===== src/rtl/shifter_result_buffer_if.sv =====
// Handshake and status bundle between the shifter, the result buffer and
// the ALU writeback path. master = the side that feeds/consumes the buffer,
// slave = the buffer itself.
interface shifter_result_buffer_if #(
    parameter int DATA_WIDTH         = 8,
    parameter int SHIFT_AMOUNT_WIDTH = $clog2(DATA_WIDTH),
    parameter int DEPTH              = 4
);
    localparam int LEVEL_WIDTH = $clog2(DEPTH + 1);

    logic                          in_valid;
    logic                          in_ready;
    logic [DATA_WIDTH-1:0]         in_data;
    logic [SHIFT_AMOUNT_WIDTH-1:0] in_shift_amount;
    logic [1:0]                    in_shift_op;
    logic [DATA_WIDTH-1:0]         in_result;

    logic                          out_valid;
    logic                          out_ready;
    logic [DATA_WIDTH-1:0]         out_result;
    logic                          out_zero;
    logic                          out_neg;
    logic                          out_carry;
    logic                          out_illegal;

    logic [LEVEL_WIDTH-1:0]        level;
    logic                          full;
    logic                          empty;

    modport master (
        output in_valid, in_data, in_shift_amount, in_shift_op, in_result,
        output out_ready,
        input  in_ready,
        input  out_valid, out_result, out_zero, out_neg, out_carry, out_illegal,
        input  level, full, empty
    );

    modport slave (
        input  in_valid, in_data, in_shift_amount, in_shift_op, in_result,
        input  out_ready,
        output in_ready,
        output out_valid, out_result, out_zero, out_neg, out_carry, out_illegal,
        output level, full, empty
    );
endinterface


===== src/rtl/shifter_result_buffer.sv =====
// Registered output stage behind the combinational shifter. Derives status
// flags at push time and queues {result, zero, neg, carry, illegal} in a
// DEPTH-entry FIFO presented to writeback with valid/ready.
// DEPTH must be a power of two and at least 2 so the pointers wrap freely.
module shifter_result_buffer #(
    parameter int DATA_WIDTH         = 8,
    parameter int SHIFT_AMOUNT_WIDTH = $clog2(DATA_WIDTH),
    parameter int DEPTH              = 4
) (
    input logic                 clk,
    input logic                 rst,
    shifter_result_buffer_if.slave bus
);
    localparam int PTR_W = $clog2(DEPTH);
    localparam int LVL_W = $clog2(DEPTH + 1);

    typedef struct packed {
        logic [DATA_WIDTH-1:0] result;
        logic                  zero;
        logic                  neg;
        logic                  carry;
        logic                  illegal;
    } entry_t;

    entry_t                        mem [DEPTH];
    entry_t                        new_entry;
    entry_t                        head;
    logic [PTR_W-1:0]              wr_ptr;
    logic [PTR_W-1:0]              rd_ptr;
    logic [LVL_W-1:0]              level_q;
    logic                          full_w;
    logic                          empty_w;
    logic                          push;
    logic                          pop;
    logic [SHIFT_AMOUNT_WIDTH-1:0] sll_idx;
    logic [SHIFT_AMOUNT_WIDTH-1:0] srl_idx;

    // Status depends only on the registered level, never on same-cycle handshakes.
    assign full_w  = (level_q == LVL_W'(DEPTH));
    assign empty_w = (level_q == '0);
    assign push    = bus.in_valid && !full_w;
    assign pop     = bus.out_ready && !empty_w;

    // Bit that left the word last: for SLL it sits at DATA_WIDTH-amt, for
    // SRL/SRA at amt-1. Only used when amt != 0.
    assign sll_idx = SHIFT_AMOUNT_WIDTH'(DATA_WIDTH - int'(bus.in_shift_amount));
    assign srl_idx = bus.in_shift_amount - SHIFT_AMOUNT_WIDTH'(1);

    // Build the entry to be stored from the upstream operands and result.
    always_comb begin
        new_entry         = '0;
        new_entry.result  = bus.in_result;
        new_entry.zero    = (bus.in_result == '0);
        new_entry.neg     = bus.in_result[DATA_WIDTH-1];
        new_entry.illegal = (bus.in_shift_op == 2'b11);
        new_entry.carry   = 1'b0;
        if (bus.in_shift_amount != '0) begin
            case (bus.in_shift_op)
                2'b00:        new_entry.carry = bus.in_data[sll_idx];
                2'b01, 2'b10: new_entry.carry = bus.in_data[srl_idx];
                default:      new_entry.carry = 1'b0;
            endcase
        end
    end

    // Storage is not cleared on reset; empty masking hides stale contents.
    always_ff @(posedge clk) begin
        if (push && !rst) begin
            mem[wr_ptr] <= new_entry;
        end
    end

    // Pointers and occupancy counter.
    always_ff @(posedge clk) begin
        if (rst) begin
            wr_ptr  <= '0;
            rd_ptr  <= '0;
            level_q <= '0;
        end else begin
            if (push) begin
                wr_ptr <= wr_ptr + PTR_W'(1);
            end
            if (pop) begin
                rd_ptr <= rd_ptr + PTR_W'(1);
            end
            if (push && !pop) begin
                level_q <= level_q + LVL_W'(1);
            end else if (pop && !push) begin
                level_q <= level_q - LVL_W'(1);
            end
        end
    end

    // Head entry, forced to zero while the queue is empty.
    always_comb begin
        head = empty_w ? '0 : mem[rd_ptr];
    end

    assign bus.in_ready    = !full_w;
    assign bus.out_valid   = !empty_w;
    assign bus.out_result  = head.result;
    assign bus.out_zero    = head.zero;
    assign bus.out_neg     = head.neg;
    assign bus.out_carry   = head.carry;
    assign bus.out_illegal = head.illegal;
    assign bus.level       = level_q;
    assign bus.full        = full_w;
    assign bus.empty       = empty_w;
endmodule


===== src/flat_wrapper.sv =====
// flat-port wrapper written by rule: the top's interface ports become plain ports
module shifter_result_buffer_flat 
#(
    parameter int DATA_WIDTH         = 8,
    parameter int SHIFT_AMOUNT_WIDTH = $clog2(DATA_WIDTH),
    parameter int DEPTH              = 4
)
  (clk, rst, bus_in_valid, bus_in_data, bus_in_shift_amount, bus_in_shift_op, bus_in_result, bus_out_ready, bus_in_ready, bus_out_valid, bus_out_result, bus_out_zero, bus_out_neg, bus_out_carry, bus_out_illegal, bus_level, bus_full, bus_empty);
  shifter_result_buffer_if #(.DATA_WIDTH(DATA_WIDTH), .SHIFT_AMOUNT_WIDTH(SHIFT_AMOUNT_WIDTH), .DEPTH(DEPTH)) bus_i ();
  input logic clk;
  input logic rst;
  input wire logic [$bits(bus_i.in_valid)-1:0] bus_in_valid;
  input wire logic [$bits(bus_i.in_data)-1:0] bus_in_data;
  input wire logic [$bits(bus_i.in_shift_amount)-1:0] bus_in_shift_amount;
  input wire logic [$bits(bus_i.in_shift_op)-1:0] bus_in_shift_op;
  input wire logic [$bits(bus_i.in_result)-1:0] bus_in_result;
  input wire logic [$bits(bus_i.out_ready)-1:0] bus_out_ready;
  output wire logic [$bits(bus_i.in_ready)-1:0] bus_in_ready;
  output wire logic [$bits(bus_i.out_valid)-1:0] bus_out_valid;
  output wire logic [$bits(bus_i.out_result)-1:0] bus_out_result;
  output wire logic [$bits(bus_i.out_zero)-1:0] bus_out_zero;
  output wire logic [$bits(bus_i.out_neg)-1:0] bus_out_neg;
  output wire logic [$bits(bus_i.out_carry)-1:0] bus_out_carry;
  output wire logic [$bits(bus_i.out_illegal)-1:0] bus_out_illegal;
  output wire logic [$bits(bus_i.level)-1:0] bus_level;
  output wire logic [$bits(bus_i.full)-1:0] bus_full;
  output wire logic [$bits(bus_i.empty)-1:0] bus_empty;
  assign bus_i.in_valid = bus_in_valid;
  assign bus_i.in_data = bus_in_data;
  assign bus_i.in_shift_amount = bus_in_shift_amount;
  assign bus_i.in_shift_op = bus_in_shift_op;
  assign bus_i.in_result = bus_in_result;
  assign bus_i.out_ready = bus_out_ready;
  assign bus_in_ready = bus_i.in_ready;
  assign bus_out_valid = bus_i.out_valid;
  assign bus_out_result = bus_i.out_result;
  assign bus_out_zero = bus_i.out_zero;
  assign bus_out_neg = bus_i.out_neg;
  assign bus_out_carry = bus_i.out_carry;
  assign bus_out_illegal = bus_i.out_illegal;
  assign bus_level = bus_i.level;
  assign bus_full = bus_i.full;
  assign bus_empty = bus_i.empty;
  shifter_result_buffer #(.DATA_WIDTH(DATA_WIDTH), .SHIFT_AMOUNT_WIDTH(SHIFT_AMOUNT_WIDTH), .DEPTH(DEPTH)) u_core (.clk(clk), .rst(rst), .bus(bus_i));
endmodule

===== config.mk =====
export PLATFORM = sky130hd
export DESIGN_NAME = shifter_result_buffer_flat
export DESIGN_NICKNAME = d
export VERILOG_FILES = /design/src/rtl/shifter_result_buffer_if.sv /design/src/rtl/shifter_result_buffer.sv /design/src/flat_wrapper.sv
export SDC_FILE = /design/constraint.sdc
export NUM_CORES = 1
export LEC_CHECK = 0
export BUFFER_PORTS_ARGS = -buffer_cell sky130_fd_sc_hd__buf_2
export CAP_MARGIN = 20
export CORE_AREA = 2 2 60 90
export CTS_BUF_LIST = sky130_fd_sc_hd__clkbuf_8
export DETAILED_ROUTE_END_ITERATION = 10
export DIE_AREA = 0 0 62 92
export GPL_ROUTABILITY_DRIVEN = 0
export PLACE_DENSITY = 0.71
export SLEW_MARGIN = 15
export SYNTH_ARGS = -nofsm -noshare
export SYNTH_HDL_FRONTEND = slang
export SYNTH_SLANG_ARGS = --single-unit

===== constraint.sdc =====
create_clock -name clk -period 2.3 [get_ports clk]
set_input_delay 0.46 -clock clk [delete_from_list [all_inputs] [get_ports clk]]
set_output_delay 0.46 -clock clk [all_outputs]
set_load 0.02 [all_outputs]

-- Yosys cells after proc, flatten, opt, wreduce, memory -nomap -nowiden
Memories as Yosys holds them, arrays and structs flattened. A register that Yosys moved wholly into a read port is not among the register bits.
Index checks and enable logic that the tools add are counted.
- add/subtract/negate cells: 6
- $lt $le $gt $ge: 2
- equality and inequality tests: 4
- multiplexer cells: 13
- reductions and logical operators: 16
- operator list (kind ; count):
    $mux 12 ; 1
    $logic_not 8->1 ; 1
    $lt 3x4->1 const B ; 2
    $bmux 1 s3 ; 2
    $mux 3 ; 2
    $sub 3x1->3 const B ; 2
    $logic_and 1x1->1 ; 5
    $logic_not 1->1 ; 5
    $mux 1 ; 5
    $add 2x1->2 const B ; 2
    $eq 2x2->1 const B ; 2
    $mux 2 ; 2
    $add 3x1->3 const B ; 1
    $eq 3x3->1 const B ; 1
    $logic_not 3->1 ; 1
    $reduce_bool 3->1 ; 1
    $sub 1x3->3 const A ; 1
    $eq 2x1->1 const B ; 1
    $logic_not 2->1 ; 1
    $pmux 1 s2 ; 1
    $reduce_bool 2->1 ; 1
    $reduce_or 2->1 ; 1
- register bits: 7
- bits in writable memories: 48
- input bits: 25
- output and inout port bits: 19
- word-level logic and storage cells: 45
- memories kept: 1
- memories (memory ; words ; width ; rd ports ; clocked after memory_dff ; write ports ; RTL line ; text):
    u_core.mem ; 4 ; 12 ; 1 ; 1 ; 1 ; shifter_result_buffer.sv:25 ; entry_t mem [DEPTH];

-- Logic depth before layout (Yosys ltp)
Gate-level depths: netlist of the first run.
- depth in word-level cells: 7
- gate-level depth with buffers: 10
- depth with buffers taken out: 10

-- Worst setup path after synthesis of the first run
No wires, ideal clock.
- path type: reg2reg
- from: register u_core.level_q[0] (netlist: u_core.bus.level[0])
- to: register u_core.level_q[2] (netlist: u_core.bus.level[2])
- setup time: 0.070 ns
- arrival time: 2.167 ns
- data required time: 2.230 ns
- path slack: 0.063 ns
- cell stages (with the launch flop): 11
- buffers on the path: 0
- period minus slack after synthesis: 2.237 ns
- cells stage by stage: dfxtp_1 nor2_1 nand2_2 inv_2 nor2_1 ha_1 inv_1 fa_1 xor2_1 or3_1 a21oi_1
- cells in the longest elaborated chain, start to end: 6
- elaborated cells between the ends (all ways): 15
- classes of those cells: add/sub (2); eq/ne (1); mux (2); reduce/logical (10)
- RTL lines (item ; RTL line ; text):
    start, declared ; shifter_result_buffer.sv:30 ; logic [LVL_W-1:0] level_q;
    start signal, assigned ; shifter_result_buffer.sv:87 ; level_q <= level_q + LVL_W'(1);
    start signal, assigned ; shifter_result_buffer.sv:89 ; level_q <= level_q - LVL_W'(1);
    $eq 3x3->1 (*) ; shifter_result_buffer.sv:39 ; assign full_w = (level_q == LVL_W'(DEPTH));
    $logic_not 1->1 (*) ; n/a ;
    named net bus_in_ready ; flat_wrapper.sv:18 ; output wire logic [$bits(bus_i.in_ready)-1:0] bus_in_ready;
    $logic_and 1x1->1 (*) ; shifter_result_buffer.sv:41 ; assign push = bus.in_valid && !full_w;
    named net u_core.push ; shifter_result_buffer.sv:33 ; logic push;
    $logic_not 1->1 ; shifter_result_buffer.sv:88 ; end else if (pop && !push) begin
    $logic_and 1x1->1 ; shifter_result_buffer.sv:88 ;
    $reduce_bool 2->1 (no line) ; n/a ;
Mark *: on every way through the listed nets, which the timed path passes. The rest lies on a longest branch. The select of a mux whose other input is x is not followed.
A chain may end at the register's enable or synchronous reset.

-- Worst setup path after layout of the first run
- from: register u_core.level_q[2] (netlist: u_core.bus.level[2])
- to: register u_core.level_q[2] (netlist: u_core.bus.level[2])
- cells in the longest elaborated chain, start to end: 6
- elaborated cells between the ends (all ways): 15
- classes of those cells: add/sub (2); eq/ne (1); mux (2); reduce/logical (10)
- RTL lines (item):
    branches (longest 6 deep; another with $sub 3x1->3)
Several ways; the timed one is not identified. The select of a mux whose other input is x is not followed.

==> results of run 1 <==
-- Yosys cell counts, drive strengths merged --
master	n
mux2i	3
ha	10
nor3	2
nand3b	1
o21ai	3
nor2b	11
inv	11
mux4	15
nand2	3
and2	4
or4	2
dfxtp	9
or3	2
buf	4
o31ai	1
o311ai	1
fa	1
nor2	9
xor2	4
a21oi	3
o22ai	1
clkbuf	1
edfxtp	44
-- timing repair --
| item | in CTS | in global routing |
|---|---|---|
| endpoints found under the hold margin | 0 | 0 |
| hold buffers | 0 | 0 |
| gates resized for setup | 0 | 1 |
| setup buffers | 0 | 0 |
| endpoints found under the setup margin | 0 | 1 |
-- metal layers --
metal / up-vias / GRT usage
met4: 0 / 0.06028
li1: 645 / -
met5: - / 0
met1: 650 / 0.1849
met2: 38 / 0.2682
met3: 9 / 0.04513
-- flip-flops by register name, indices dropped and copies added (netlist names), named ones only --
signal and cells:
u_core.bus.level 3, u_core.rd_ptr 2, u_core.wr_ptr 2, u_core.mem 44
-- cells by family after synthesis --
family,after synthesis,synth area share
fa+ha+maj,11,0.06105
buf+inv,16,0.03105
xor+xnor,4,0.01474
simple gates,34,0.07842
mux,18,0.1611
flops,53,0.6316
compound gates,9,0.02211
-- cell type report --
type	count	area [um^2]
clock buffers	5	68.82
clock inverters	3	37.54
fillers	410	2222
inverters	11	41.29
multi-input cells	76	802.0
flip-flops and latches	53	1503
well taps	68	85.08
repair buffers	47	245.2
-- metrics by stage --
stage	setup slack (ps)	power (W)	utilization	cell area, um^2
after floorplan	62.86	0.001922	-	2377
after global placement	233.4	0.002162	0.5345	2675
after detailed placement	105.3	0.002207	0.5345	2675
after CTS	82.54	0.002790	0.5558	2781
after global routing	5.044	0.002929	0.5560	2783
final	128.8	0.002756	0.5560	2783
-- power by group through the flow --
stage / Clock, W / Combinational (W) / Sequential (W)
final: 0.000588 / 0.000966 / 0.00120
after global routing: 0.000641 / 0.00107 / 0.00121
after CTS: 0.000603 / 0.000987 / 0.00120
after detailed placement: 0 / 0.000986 / 0.00122
after global placement: 0 / 0.000949 / 0.00121
after floorplan: 0 / 0.000700 / 0.00122
-- worst max path at each step --
stage,to,cells after the start,from
finish,u_core.bus.level[2],7,u_core.bus.level[2]
global route,u_core.bus.level[2],7,u_core.bus.level[2]
CTS,u_core.bus.level[2],7,u_core.bus.level[0]
detailed placement,u_core.bus.level[2],7,u_core.bus.level[0]
global placement,u_core.mem[0][1],6,bus_in_shift_amount[0]
floorplan,u_core.bus.level[2],10,u_core.bus.level[0]
==> run_results.csv, run 1 <==
group,metric,value,unit
run_status,status,"finished clean",
worst_setup_path,worstSetupStartpointType,"flop",
power_and_ir_drop,sw_frac_of_total,0.3210,
timing,max_slew_margin,0.6225,
yosys,synth_area_per_cell,16.40,um^2
floorplan,ioPinCount,44,
yosys,synth_area,2377,um^2
yosys,synth_cell_types,28,
timing,final_hold_viol_count,0,
placement,dpl.cell_count,255,
worst_hold_path,min_to,"u_core.mem[1][10]",
worst_setup_path,reg2reg_depth,7,
clock_tree,cts_buffer_depth,2,
grt,antenna_found_initial,0,
clock_tree,clk_pin_slew,90,ps
timing,grt_setup_unrepaired,"false",
worst_hold_path,hold_depth,1,
yosys,syn_nets,181,
floorplan,die_w,62,um
worst_setup_path,slowest_delay,400,ps
drt,drt_iter0_markers,41,
drt,ant_nets,0,
power_and_ir_drop,p_int,0.001871,W
grt,grt_usage,0.1595,
timing,fmax,460.6,MHz
cells_and_area,synthToLayoutAreaGrowth,17.05,%
power_and_ir_drop,p_leak,1.092,nW
drt,first_pass_iters,4,
timing,finalClockSkew,8.189,ps
drt,wl_per_cell,15.44,um
clock_tree,cts_root_buf,"clkbuf_8",
yosys,netlist.area_leader.share,0.5558,
clock_tree,cts_buffers,5,
yosys,ys_seq_area_frac,0.6316,
cells_and_area,antennaDiodeCount,0,
floorplan,die_h,92,um
grt,grt.overflow.total,0,
worst_hold_path,hp-start,"bus_in_result[6]",
power_and_ir_drop,power.density,990.4,nW/um^2
worst_setup_path,cp.required,2530,ps
floorplan,initial_core_util,0.4750,
yosys,synthCells,145,
power_and_ir_drop,clkPwrFrac,0.213,
cells_and_area,final_common_cell,"edfxtp_1",
cells_and_area,layout.nets,230,
grt,grt_pass1_wl,6541,um
cells_and_area,drive_gt1_frac,0.3436,
power_and_ir_drop,switchingPower,0.0008848,W
clock_tree,clkLatencyLatePin,300,ps
worst_setup_path,crit_slowest_cell,"o31ai_1",
grt,grt_max_degree,16,
worst_setup_path,path_buf_inv,1,
drt,wl_met1,1499,um
floorplan,die-area,5704,um^2
cells_and_area,fin_cells,263,
timing,fin_setup_tns,0,ps
worst_setup_path,crit_arrival,2400,ps
yosys,ys_ff_latch,53,
worst_hold_path,min_path_type,"in2reg",
power_and_ir_drop,vdd_ir_drop_max,0.6711,mV
drt,num_vias,1342,
drt,wl_met2,2262,um
placement,port_buffers,43,
grt,grt_pass1_vias,1430,
placement,dp_hpwl,3036,um
power_and_ir_drop,p_comb_frac,0.351,
job,drv_cap,0,
floorplan,coreArea,5005,um^2
timing,hold_slack,387.1,ps
drt,wl,4061,um
timing,setup_viol,0,
worst_setup_path,cp_top_family,"adder cells",
drt,vias_per_cell,5.103,
timing,period_minus_slack,2171,ps
clock_tree,cts_tree,"built",
worst_setup_path,crit_chain,"o31ai_1 > ha_1 > inv_1 > fa_1 > xor2_1 > or3_1 > a21oi_1",
worst_setup_path,path_max_fanout,7,
worst_setup_path,rrSetupSlack,130,ps
clock_tree,cts_num_sinks,53,
yosys,yosys.area.top_type,"edfxtp_1",
timing,worst_slew_pin_slew,566.3,ps
worst_setup_path,timing.rr.end,"u_core.bus.level[2]",
drt,maxUsedRoutingLayer,"met4",
timing,slew_violations,0,
yosys,synthTopCellsByArea,"edfxtp_1 56%, mux4_2 10%, dfxtp_1 7.6%, ha_1 5.3%, mux4_1 4.4%",
worst_setup_path,end_kind,"flop",
power_and_ir_drop,seqPwrFrac,0.436,
worst_setup_path,setup.worst_path.class,"reg2reg",
drt,wl_met3,208,um
yosys,yosys_warnings,0,
timing,period_share,0.9440,
drt,drc_errors,0,
clock_tree,cts_max_level,2,
floorplan,num_rows,32,
cells_and_area,layout_common_cells,"44 x edfxtp_1, 43 x buf_2, 11 x inv_1, 11 x mux4_2, 11 x nor2b_1",
worst_setup_path,r2r-start,"u_core.bus.level[2]",
Power figures use the tool's default switching activity.
==> run 2: changes to the inputs <==
--- a/config.mk
+++ b/config.mk
@@ -13,6 +13,7 @@
 export DIE_AREA = 0 0 62 92
 export GPL_ROUTABILITY_DRIVEN = 0
 export PLACE_DENSITY = 0.71
+export SETUP_SLACK_MARGIN = 0.15
 export SLEW_MARGIN = 15
 export SYNTH_ARGS = -nofsm -noshare
 export SYNTH_HDL_FRONTEND = slang
==> run 2 against run 1 <==
Setup slack improved by 78 ps. Clock power fell by 8.8%. Sequential share of layout area fell by 1.3 points. Critical path depth fell by 3. Critical endpoint is now bus_out_neg. Largest cell class unchanged.
==> run_results.csv, run 2 (same netlist as run 1, synthesis figures left out) <==
group,metric,value,unit
worst_setup_path,crit_chain,"buf_12 > mux4_2 > nor2b_4 > buf_2",
placement,placed_area,2678,um^2
timing,finalClockSkew,14.05,ps
clock_tree,clk_pin_slew,110,ps
worst_setup_path,slowest_delay,500,ps
grt,grt.overflow.total,0,
drt,vias_per_cell,5.157,
cells_and_area,regArea,1515,um^2
timing,slew_violations,0,
grt,grt_max_degree,19,
worst_hold_path,hp-start,"bus_in_result[1]",
timing,fmax,477.8,MHz
cells_and_area,layout.nets,235,
worst_setup_path,setup.worst_path.class,"reg2out",
floorplan,die_w,62,um
job,drv_cap,0,
cells_and_area,regMostFlops,"u_core.mem",
cells_and_area,largest_register_ffs,44,
power_and_ir_drop,power,0.002862,W
floorplan,num_rows,32,
cells_and_area,synthToLayoutAreaGrowth,21.05,%
power_and_ir_drop,power.density,994.7,nW/um^2
power_and_ir_drop,sw_frac_of_total,0.3379,
drt,ant_nets,0,
cells_and_area,layout_common_cells,"44 x edfxtp_1, 42 x buf_2, 11 x mux4_2, 10 x inv_1, 10 x nor2b_1",
drt,first_pass_iters,4,
run_status,status,"finished clean",
grt,grt_usage,0.1505,
drt,num_vias,1382,
timing,grt_setup_unrepaired,"false",
drt,drc_errors,0,
placement,port_buffers,43,
worst_setup_path,crit_slowest_cell,"mux4_2",
clock_tree,cts_buffer_depth,2,
clock_tree,cts_root_buf,"clkbuf_8",
power_and_ir_drop,vdd_ir_drop_max,0.7063,mV
cells_and_area,antennaDiodeCount,0,
timing,worst_slew_pin_slew,564.6,ps
power_and_ir_drop,p_leak,1.125,nW
floorplan,die_h,92,um
clock_tree,cts_max_level,2,
clock_tree,cts_num_sinks,53,
power_and_ir_drop,switchingPower,0.0009671,W
grt,met3_usage,0.02539,
worst_setup_path,cp.required,1840,ps
worst_setup_path,worstSetupStartpointType,"flop",
grt,top_usage_layer,"met2",
drt,drt_iter0_markers,41,
floorplan,ioPinCount,44,
grt,met1_usage,0.1726,
grt,grtUsageMet2,0.2622,
drt,wl,4188,um
timing,setup_viol,0,
power_and_ir_drop,p_comb_frac,0.384,
clock_tree,cts_hold_buffers,0,
timing,fin_setup_tns,0,ps
clock_tree,cts_tree,"built",
worst_setup_path,path_max_fanout,6,
timing,max_slew_margin,0.6236,
power_and_ir_drop,seqPwrFrac,0.428,
timing,period_share,0.9100,
clock_tree,clkLatencyLatePin,320,ps
cells_and_area,multiInputGateArea,825.8,um^2
worst_hold_path,min_path_type,"in2reg",
worst_setup_path,end_kind,"output port",
cells_and_area,fillCellCount,415,
drt,wl_per_cell,15.63,um
cells_and_area,final_area,2878,um^2
worst_setup_path,r2r-start,"u_core.bus.level[2]",
cells_and_area,drive_gt1_frac,0.4050,
worst_setup_path,crit_arrival,1630,ps
floorplan,initial_core_util,0.4750,
power_and_ir_drop,clkPwrFrac,0.187,
timing,period_minus_slack,2093,ps
grt,grt_pass1_wl,6147,um
clock_tree,cts_buffers,5,
cells_and_area,final_common_cell,"edfxtp_1",
placement,dp_hpwl,2944,um
timing,final_hold_viol_count,0,
grt,antenna_found_initial,0,
floorplan,die-area,5704,um^2
floorplan,coreArea,5005,um^2
grt,grt_pass1_vias,1335,
power_and_ir_drop,p_int,0.001895,W
==> run 2: per-stage QoR <==
stage            util  setup slack [ps]  cells  hold slack (ps)
4_1_cts        0.5558             143.9    263            368.6
2_1_floorplan       -             201.6    145            484.7
5_1_grt        0.5750             138.1    268            373.2
6_report       0.5750             207.0    268            369.9
3_5_place_dp   0.5350             96.21    255            517.0
3_3_place_gp   0.5350             236.7    255            497.8
==> run 2: layout make-up <==
cell class              instances  area share
inverters                      11     0.01435
clock inverters                 3    0.009130
multi-input cells              76      0.2870
flip-flops and latches         53      0.5265
clock buffers                   5     0.02391
well taps                      68     0.02957
repair buffers                 52      0.1096
==> run 2: worst paths after layout <==
| path | endpoint | slack (ps) | cells past startpoint |
|---|---|---|---|
| hold / removal | u_core.mem[3][5] | 370 | 1 |
| hold reg to reg | u_core.wr_ptr[0] | 540 | 2 |
| setup / recovery | bus_out_neg | 210 | 4 |
| setup reg to reg | u_core.bus.level[2] | 240 | 7 |
==> run 2: what timing repair did <==
item | in CTS | in global routing
gates cloned | 0 | 1
setup endpoints to repair | 13 | 13
hold endpoints to repair | 0 | 0
resized for setup | 2 | 13
buffers inserted | 0 | 4
==> run 2: metal layers <==
layer,vias up,part of all wire
li1,654,-
met1,679,0.39
met2,42,0.56
met3,7,0.039
met4,0,0.019
met5,-,0
==> run 2: critical path: cells and delay by family, from the launching register on <==
kind	cells	cell delay (ps)
flip-flops	1	390
multiplexers	1	500
AND/OR/NAND/NOR	1	150
buffers and inverters	2	290
==> run 2: power groups by stage <==
stage                     combinational, W  sequential (W)  clock [W]
after floorplan                   0.000700         0.00123          0
after detailed placement          0.000980         0.00123          0
after global routing               0.00121         0.00124   0.000581
final                              0.00110         0.00123   0.000536
after global placement            0.000952         0.00121          0
after CTS                         0.000991         0.00121   0.000544
